[src/rtl/sw_pkg.sv]
// Shared types and defaults for the switch debouncer.
// Channel FSM encoding, default sizing, and counter-width helper.
package sw_pkg;

  typedef enum logic {
    STABLE = 1'b0,
    CHECK  = 1'b1
  } chan_state_t;

  localparam int SW_WIDTH         = 8;
  localparam int SW_STABLE_CYCLES = 500000;

  // Counter only has to reach STABLE_CYCLES-1; keep at least one bit.
  function automatic int sw_cnt_width(input int stable_cycles);
    int w;
    w = $clog2(stable_cycles);
    return (w < 1) ? 1 : w;
  endfunction

endpackage

[src/rtl/sw_debounce_chan.sv]
// One debounced switch bit: 2-flop synchronizer, STABLE/CHECK FSM, mismatch counter, pulse flops.
// pulse_nxt is the combinational value the rise/fall flops load on the next edge.
module sw_debounce_chan
  import sw_pkg::*;
#(
  parameter int STABLE_CYCLES = SW_STABLE_CYCLES
) (
  input  logic clk,
  input  logic rst,
  input  logic raw,
  output logic clean,
  output logic rise,
  output logic fall,
  output logic pulse_nxt
);

  localparam int              CW       = sw_cnt_width(STABLE_CYCLES);
  localparam logic [CW-1:0]   CNT_LAST = CW'(STABLE_CYCLES - 1);
  localparam logic [CW-1:0]   CNT_ONE  = CW'(1);

  logic            meta;
  logic            sync;
  chan_state_t     state;
  chan_state_t     state_nxt;
  logic [CW-1:0]   cnt;
  logic [CW-1:0]   cnt_nxt;
  logic            clean_nxt;
  logic            rise_nxt;
  logic            fall_nxt;
  logic            mismatch;

  assign mismatch  = sync ^ clean;
  assign pulse_nxt = rise_nxt | fall_nxt;

  always_ff @(posedge clk) begin
    if (rst) begin
      meta  <= 1'b0;
      sync  <= 1'b0;
      state <= STABLE;
      cnt   <= '0;
      clean <= 1'b0;
      rise  <= 1'b0;
      fall  <= 1'b0;
    end else begin
      meta  <= raw;
      sync  <= meta;
      state <= state_nxt;
      cnt   <= cnt_nxt;
      clean <= clean_nxt;
      rise  <= rise_nxt;
      fall  <= fall_nxt;
    end
  end

  // The STABLE->CHECK edge already counts as the first mismatching cycle.
  always_comb begin
    state_nxt = state;
    cnt_nxt   = '0;
    clean_nxt = clean;
    rise_nxt  = 1'b0;
    fall_nxt  = 1'b0;
    unique case (state)
      STABLE: begin
        if (mismatch) begin
          state_nxt = CHECK;
          cnt_nxt   = CNT_ONE;
        end
      end
      CHECK: begin
        if (!mismatch) begin
          state_nxt = STABLE;
        end else if (cnt == CNT_LAST) begin
          state_nxt = STABLE;
          clean_nxt = sync;
          rise_nxt  = sync;
          fall_nxt  = ~sync;
        end else begin
          cnt_nxt = cnt + CNT_ONE;
        end
      end
      default: state_nxt = STABLE;
    endcase
  end

endmodule

[src/rtl/sw_debounce.sv]
// WIDTH independent debounced switch channels plus a registered any-change flag.
// sw_changed is loaded from the channels' next-pulse terms so it aligns with sw_rise/sw_fall.
module sw_debounce
  import sw_pkg::*;
#(
  parameter int WIDTH         = SW_WIDTH,
  parameter int STABLE_CYCLES = SW_STABLE_CYCLES
) (
  input  logic             clk,
  input  logic             rst,
  input  logic [WIDTH-1:0] sw_raw,
  output logic [WIDTH-1:0] sw_clean,
  output logic [WIDTH-1:0] sw_rise,
  output logic [WIDTH-1:0] sw_fall,
  output logic             sw_changed
);

  if (STABLE_CYCLES < 2 || STABLE_CYCLES > (1 << 24)) begin : g_bad_stable_cycles
    $error("sw_debounce: STABLE_CYCLES must lie in 2..2^24");
  end

  logic [WIDTH-1:0] pulse_nxt;

  for (genvar i = 0; i < WIDTH; i++) begin : g_chan
    sw_debounce_chan #(
      .STABLE_CYCLES(STABLE_CYCLES)
    ) u_chan (
      .clk      (clk),
      .rst      (rst),
      .raw      (sw_raw[i]),
      .clean    (sw_clean[i]),
      .rise     (sw_rise[i]),
      .fall     (sw_fall[i]),
      .pulse_nxt(pulse_nxt[i])
    );
  end

  always_ff @(posedge clk) begin
    if (rst) begin
      sw_changed <= 1'b0;
    end else begin
      sw_changed <= |pulse_nxt;
    end
  end

endmodule

[config.mk]
export PLATFORM = sky130hd
export DESIGN_NAME = sw_debounce
export DESIGN_NICKNAME = d
export VERILOG_FILES = /design/src/rtl/sw_pkg.sv /design/src/rtl/sw_debounce_chan.sv /design/src/rtl/sw_debounce.sv
export SDC_FILE = /design/constraint.sdc
export NUM_CORES = 1
export LEC_CHECK = 0
export BUFFER_PORTS_ARGS = -buffer_cell sky130_fd_sc_hd__buf_2
export CAP_MARGIN = 20
export CORE_ASPECT_RATIO = 1.25
export CORE_MARGIN = 1.5
export CORE_UTILIZATION = 55
export CTS_CLUSTER_DIAMETER = 30
export DETAILED_ROUTE_END_ITERATION = 16
export GPL_TIMING_DRIVEN = 0
export MAX_ROUTING_LAYER = met4
export PLACE_DENSITY = 0.83
export SLEW_MARGIN = 20
export SYNTH_ARGS = -nofsm -noshare
export SYNTH_HDL_FRONTEND = slang
export SYNTH_SLANG_ARGS = --single-unit
[constraint.sdc]
create_clock -name clk -period 2.1 [get_ports clk]
set_input_delay 0.525 -clock clk [delete_from_list [all_inputs] [get_ports clk]]
set_output_delay 0.525 -clock clk [all_outputs]
set_load 0.01 [all_outputs]
==> parameters.txt <==
Parameter                              Value

Clock network
  Inserted Clock Buffers    38
  TritonCTS clock tree    built
  Clock sink count    201
  H-Tree Depth    2
  Max clock buf depth    3
  Clock transition at path regs    0.05 ns
  Total of hold buffers inserted after clock tree synthesis    0
  Skew-Pair Late Insertion Delay    0.50 ns
  Root buf cell    sky130_fd_sc_hd__clkbuf_16

Die
  Top Ports    35
  Die outline height    142.2 um
  X dimension of the die    114.4 um
  Initial core utilization    between 50% and 60%
  Placeable core area    0.01508 mm^2
  Die area    between 0.015 and 0.02 mm^2
  Number of rows in the core area    50

Power
  Sequential share of power    38.3%
  Clock share of power    61.0%
  Worst IR drop on VDD    0.0008683 V
  PD cells    976.5 mW/mm^2
  Internal power component    0.008029 W
  Net load switching power    slightly above 0.002 W
  Fraction of power consumed by combinational cells    0.7%
  Sw Ratio    20.36%
  Standby leakage power    approximately 3.6 nW

Detailed routing
  Vias per cell    5.224
  Count of antenna-violating nets left after detailed routing    0
  Drt total wl    16550 um
  Post-route DRC violation count    0
  Routed vias    6494
  DRC violation total after the first TritonRoute iteration    441
  Detailed-route wire length per cell    approximately 13 um
  Drt pass-1 iters    4

Yosys
  Ys flop type    sky130_fd_sc_hd__dfxtp_1
  Complex-gate fraction of the synthesized area    under 10%
  Most repeated cell in the gate-level netlist after synthesis    sky130_fd_sc_hd__dfxtp_1
  Asr flop ratio synth    0%
  Number of distinct library cell variants in the gate-level netlist after synthesis    between 40 and 50
  Number of storage elements in the synthesis netlist    201
  Simple-gate share of the synthesized area    a little under a third
  Cell types with the largest area share after synthesis    sky130_fd_sc_hd__dfxtp_1 (47%), sky130_fd_sc_hd__nor2_1 (8.1%), sky130_fd_sc_hd__xnor2_1 (7.8%), sky130_fd_sc_hd__xor2_1 (6.8%), sky130_fd_sc_hd__nand3_1 (3.5%)
  Post-synthesis instance total    930
  Syn Nets    approximately 950
  Sequential element share of the synthesized area    47.20%
  Post-synth EDFFs    0
  Share of Yosys cell area claimed by the top area cell type    between 40% and 50%
  Parity-gate share of the synthesized area counting xor and xnor cells    14.59%
  Adder and majority gate portion of the synthesized area    ~1.2%
  Combinational family with the most area after synthesis    simple AND/OR/NAND/NOR gates
  Cell taking the most area after synthesis    sky130_fd_sc_hd__dfxtp_1
  Post-synthesis cell area    0.008526 mm^2
  Synth cell count leaders    sky130_fd_sc_hd__dfxtp_1 (201), sky130_fd_sc_hd__nor2_1 (183), sky130_fd_sc_hd__xnor2_1 (76)
  Avg Synthesized Cell Area    9.167 um^2
  Multiplexer fraction of the synthesized cell area    less than 1%
  Yosys Warn Count    0

Worst setup path
  Bufs and invs on worst path    1
  Capturing element type of the critical path    register
  Class of the most critical setup path    register to register
  Data arrival time of the worst path    2.32 ns
  Dominant delay contributor by cell family on the critical path    compound AO/OA/AOI/OAI gates
  Required time worst endpoint    about 2.4 ns
  Maximum single-stage delay on the critical path    0.33 ns
  Slowest cell on crit path    sky130_fd_sc_hd__dfxtp_1
  Worst path cell trace    ha_1, and4_1, buf_2, and3b_1, a32o_1, a311oi_1, a41oi_1
  Worst setup SP type    register
  Highest fanout seen on the critical path    6

Global routing
  GRT Resource Usage Total    between 20% and 30%
  Remaining global-route overflow    0
  Vias in the first global route    6492
  Largest net degree at the start of global routing    12
  Wire length of the first global-routing pass    28990 um
  Number of antenna violations at the first check in global routing    0

Worst hold path
  Hold WC Path Type    input pin to register

Timing
  Final worst path period need    1.982 ns
  Worst hold margin    0.2283 ns
  Setup WS post-layout    0.1176 ns
  Worst slew slack as a fraction of its limit    between 40% and 50%
  Share of the cycle needed by the critical path after routing    94.40%
  Final Max Tran Viols    0
  Final count of negative-setup-slack endpoints    0
  Highest clock frequency the design can meet    slightly above 500 MHz
  RSZ-0062 raised after global routing    yes
  Final hold violation count    0
  Least-Margin Pin Slew    0.8680 ns
  Setup Skew    approximately 0.015 ns

Place
  Placement Cell Area    0.008956 mm^2
  Final Wtd Congestion    0.8387
  DP Wirelength    10640 um
  Worst slack at placement    -0.08984 ns
  Number of buffer cells added on primary ports    34

Final layout
  Final Core Density    68.48%
  Area growth from synthesis to layout    21.10%
  Proportion of layout cells with a drive suffix above 1    14.88%
  Number of diodes    0
  Total number of nets in the final design    1025
  Area of all placed cells without fillers    0.01032 mm^2

Run
  Max-cap violation count    0

Run status
  Run status    finished clean
-- power by group through the flow --
stage           logic, W  clock network [W]  registers, W
2_1_floorplan  0.0000441                  0       0.00393
3_3_place_gp   0.0000657                  0       0.00394
3_5_place_dp   0.0000671                  0       0.00394
4_1_cts        0.0000685            0.00626       0.00386
5_1_grt        0.0000770            0.00646       0.00386
6_report       0.0000691            0.00615       0.00386
-- logic make-up (layout without fill, tap and decap cells) --
kind of cell               Yosys count  in the layout
and+or+nand+nor                    488            488
DFF                                201            201
xor gates and xnor gates           142            142
buffers and inverters               65            170
AOI/OAI and AO/OA                   18             18
adders and majority gates            8              8
muxes                                8              8
-- repair_timing --
action / CTS / global route
endpoints found under the setup margin: 11 / 46
pin swaps: 0 / 0
setup buffers: 1 / 2
gates resized for setup: 1 / 9
-- cells in the final DEF (no fill, tap or decap), types with 16 or more instances in the layout --
cell and instances:
sky130_fd_sc_hd__and2_1 18, sky130_fd_sc_hd__and3_1 22, sky130_fd_sc_hd__and4_1 16, sky130_fd_sc_hd__buf_2 37, sky130_fd_sc_hd__buf_4 29, sky130_fd_sc_hd__clkbuf_16 39
sky130_fd_sc_hd__dfxtp_1 201, sky130_fd_sc_hd__inv_1 23, sky130_fd_sc_hd__nand2_1 49, sky130_fd_sc_hd__nand3_1 60, sky130_fd_sc_hd__nand4_1 26, sky130_fd_sc_hd__nor2_1 183
sky130_fd_sc_hd__nor2b_1 22, sky130_fd_sc_hd__nor3_1 18, sky130_fd_sc_hd__nor4_1 17, sky130_fd_sc_hd__nor4b_1 17, sky130_fd_sc_hd__xnor2_1 76, sky130_fd_sc_hd__xor2_1 66
-- routing by layer --
metal	part of all wire (%)	global-route usage [%]
met1	44	26.23
met2	50	37.73
met3	4.1	5.068
met4	1.7	7.632
met5	0	-
-- registers in the layout, summed over array words and instances, names as in the netlist --
signal and cells:
g_chan.u_chan.meta 8, g_chan.u_chan.clean 8, g_chan.u_chan.state 8, g_chan.u_chan.rise 8
sw_changed 1, g_chan.u_chan.fall 8, g_chan.u_chan.sync 8, g_chan.u_chan.cnt 152
-- final cells by class --
cell class	count	area (um^2)
multi-input combinational	664	4158
inverter	23	86.33
timing repair buffer	37	192.7
tap	208	260.3
clock buffer	48	1080
clock inverter	20	246.5
sequential	201	4024
buffer	42	277.8
fill	1171	4752
-- final timing paths --
kind	endpoint	cells after the start	slack, ns	startpoint
max	sw_changed	7	0.12	g_chan[4].u_chan.cnt[0]
min reg2reg	g_chan[0].u_chan.sync	1	0.44	g_chan[0].u_chan.meta
max reg2reg	sw_changed	7	0.12	g_chan[4].u_chan.cnt[0]
min	g_chan[7].u_chan.meta	2	0.23	sw_raw[7]
-- per-stage QoR --
| stage | TNS (ns) | power, W | std cells |
|---|---|---|---|
| floorplan | 0 | 0.003977 | 930 |
| CTS | 0 | 0.01019 | 1241 |
| global route | -0.007329 | 0.01040 | 1243 |
| detailed placement | -0.7476 | 0.004004 | 1172 |
| finish | 0 | 0.01008 | 1243 |
| global placement | -0.6478 | 0.004002 | 1172 |
Note: power is estimated with default switching activity, not from simulation.
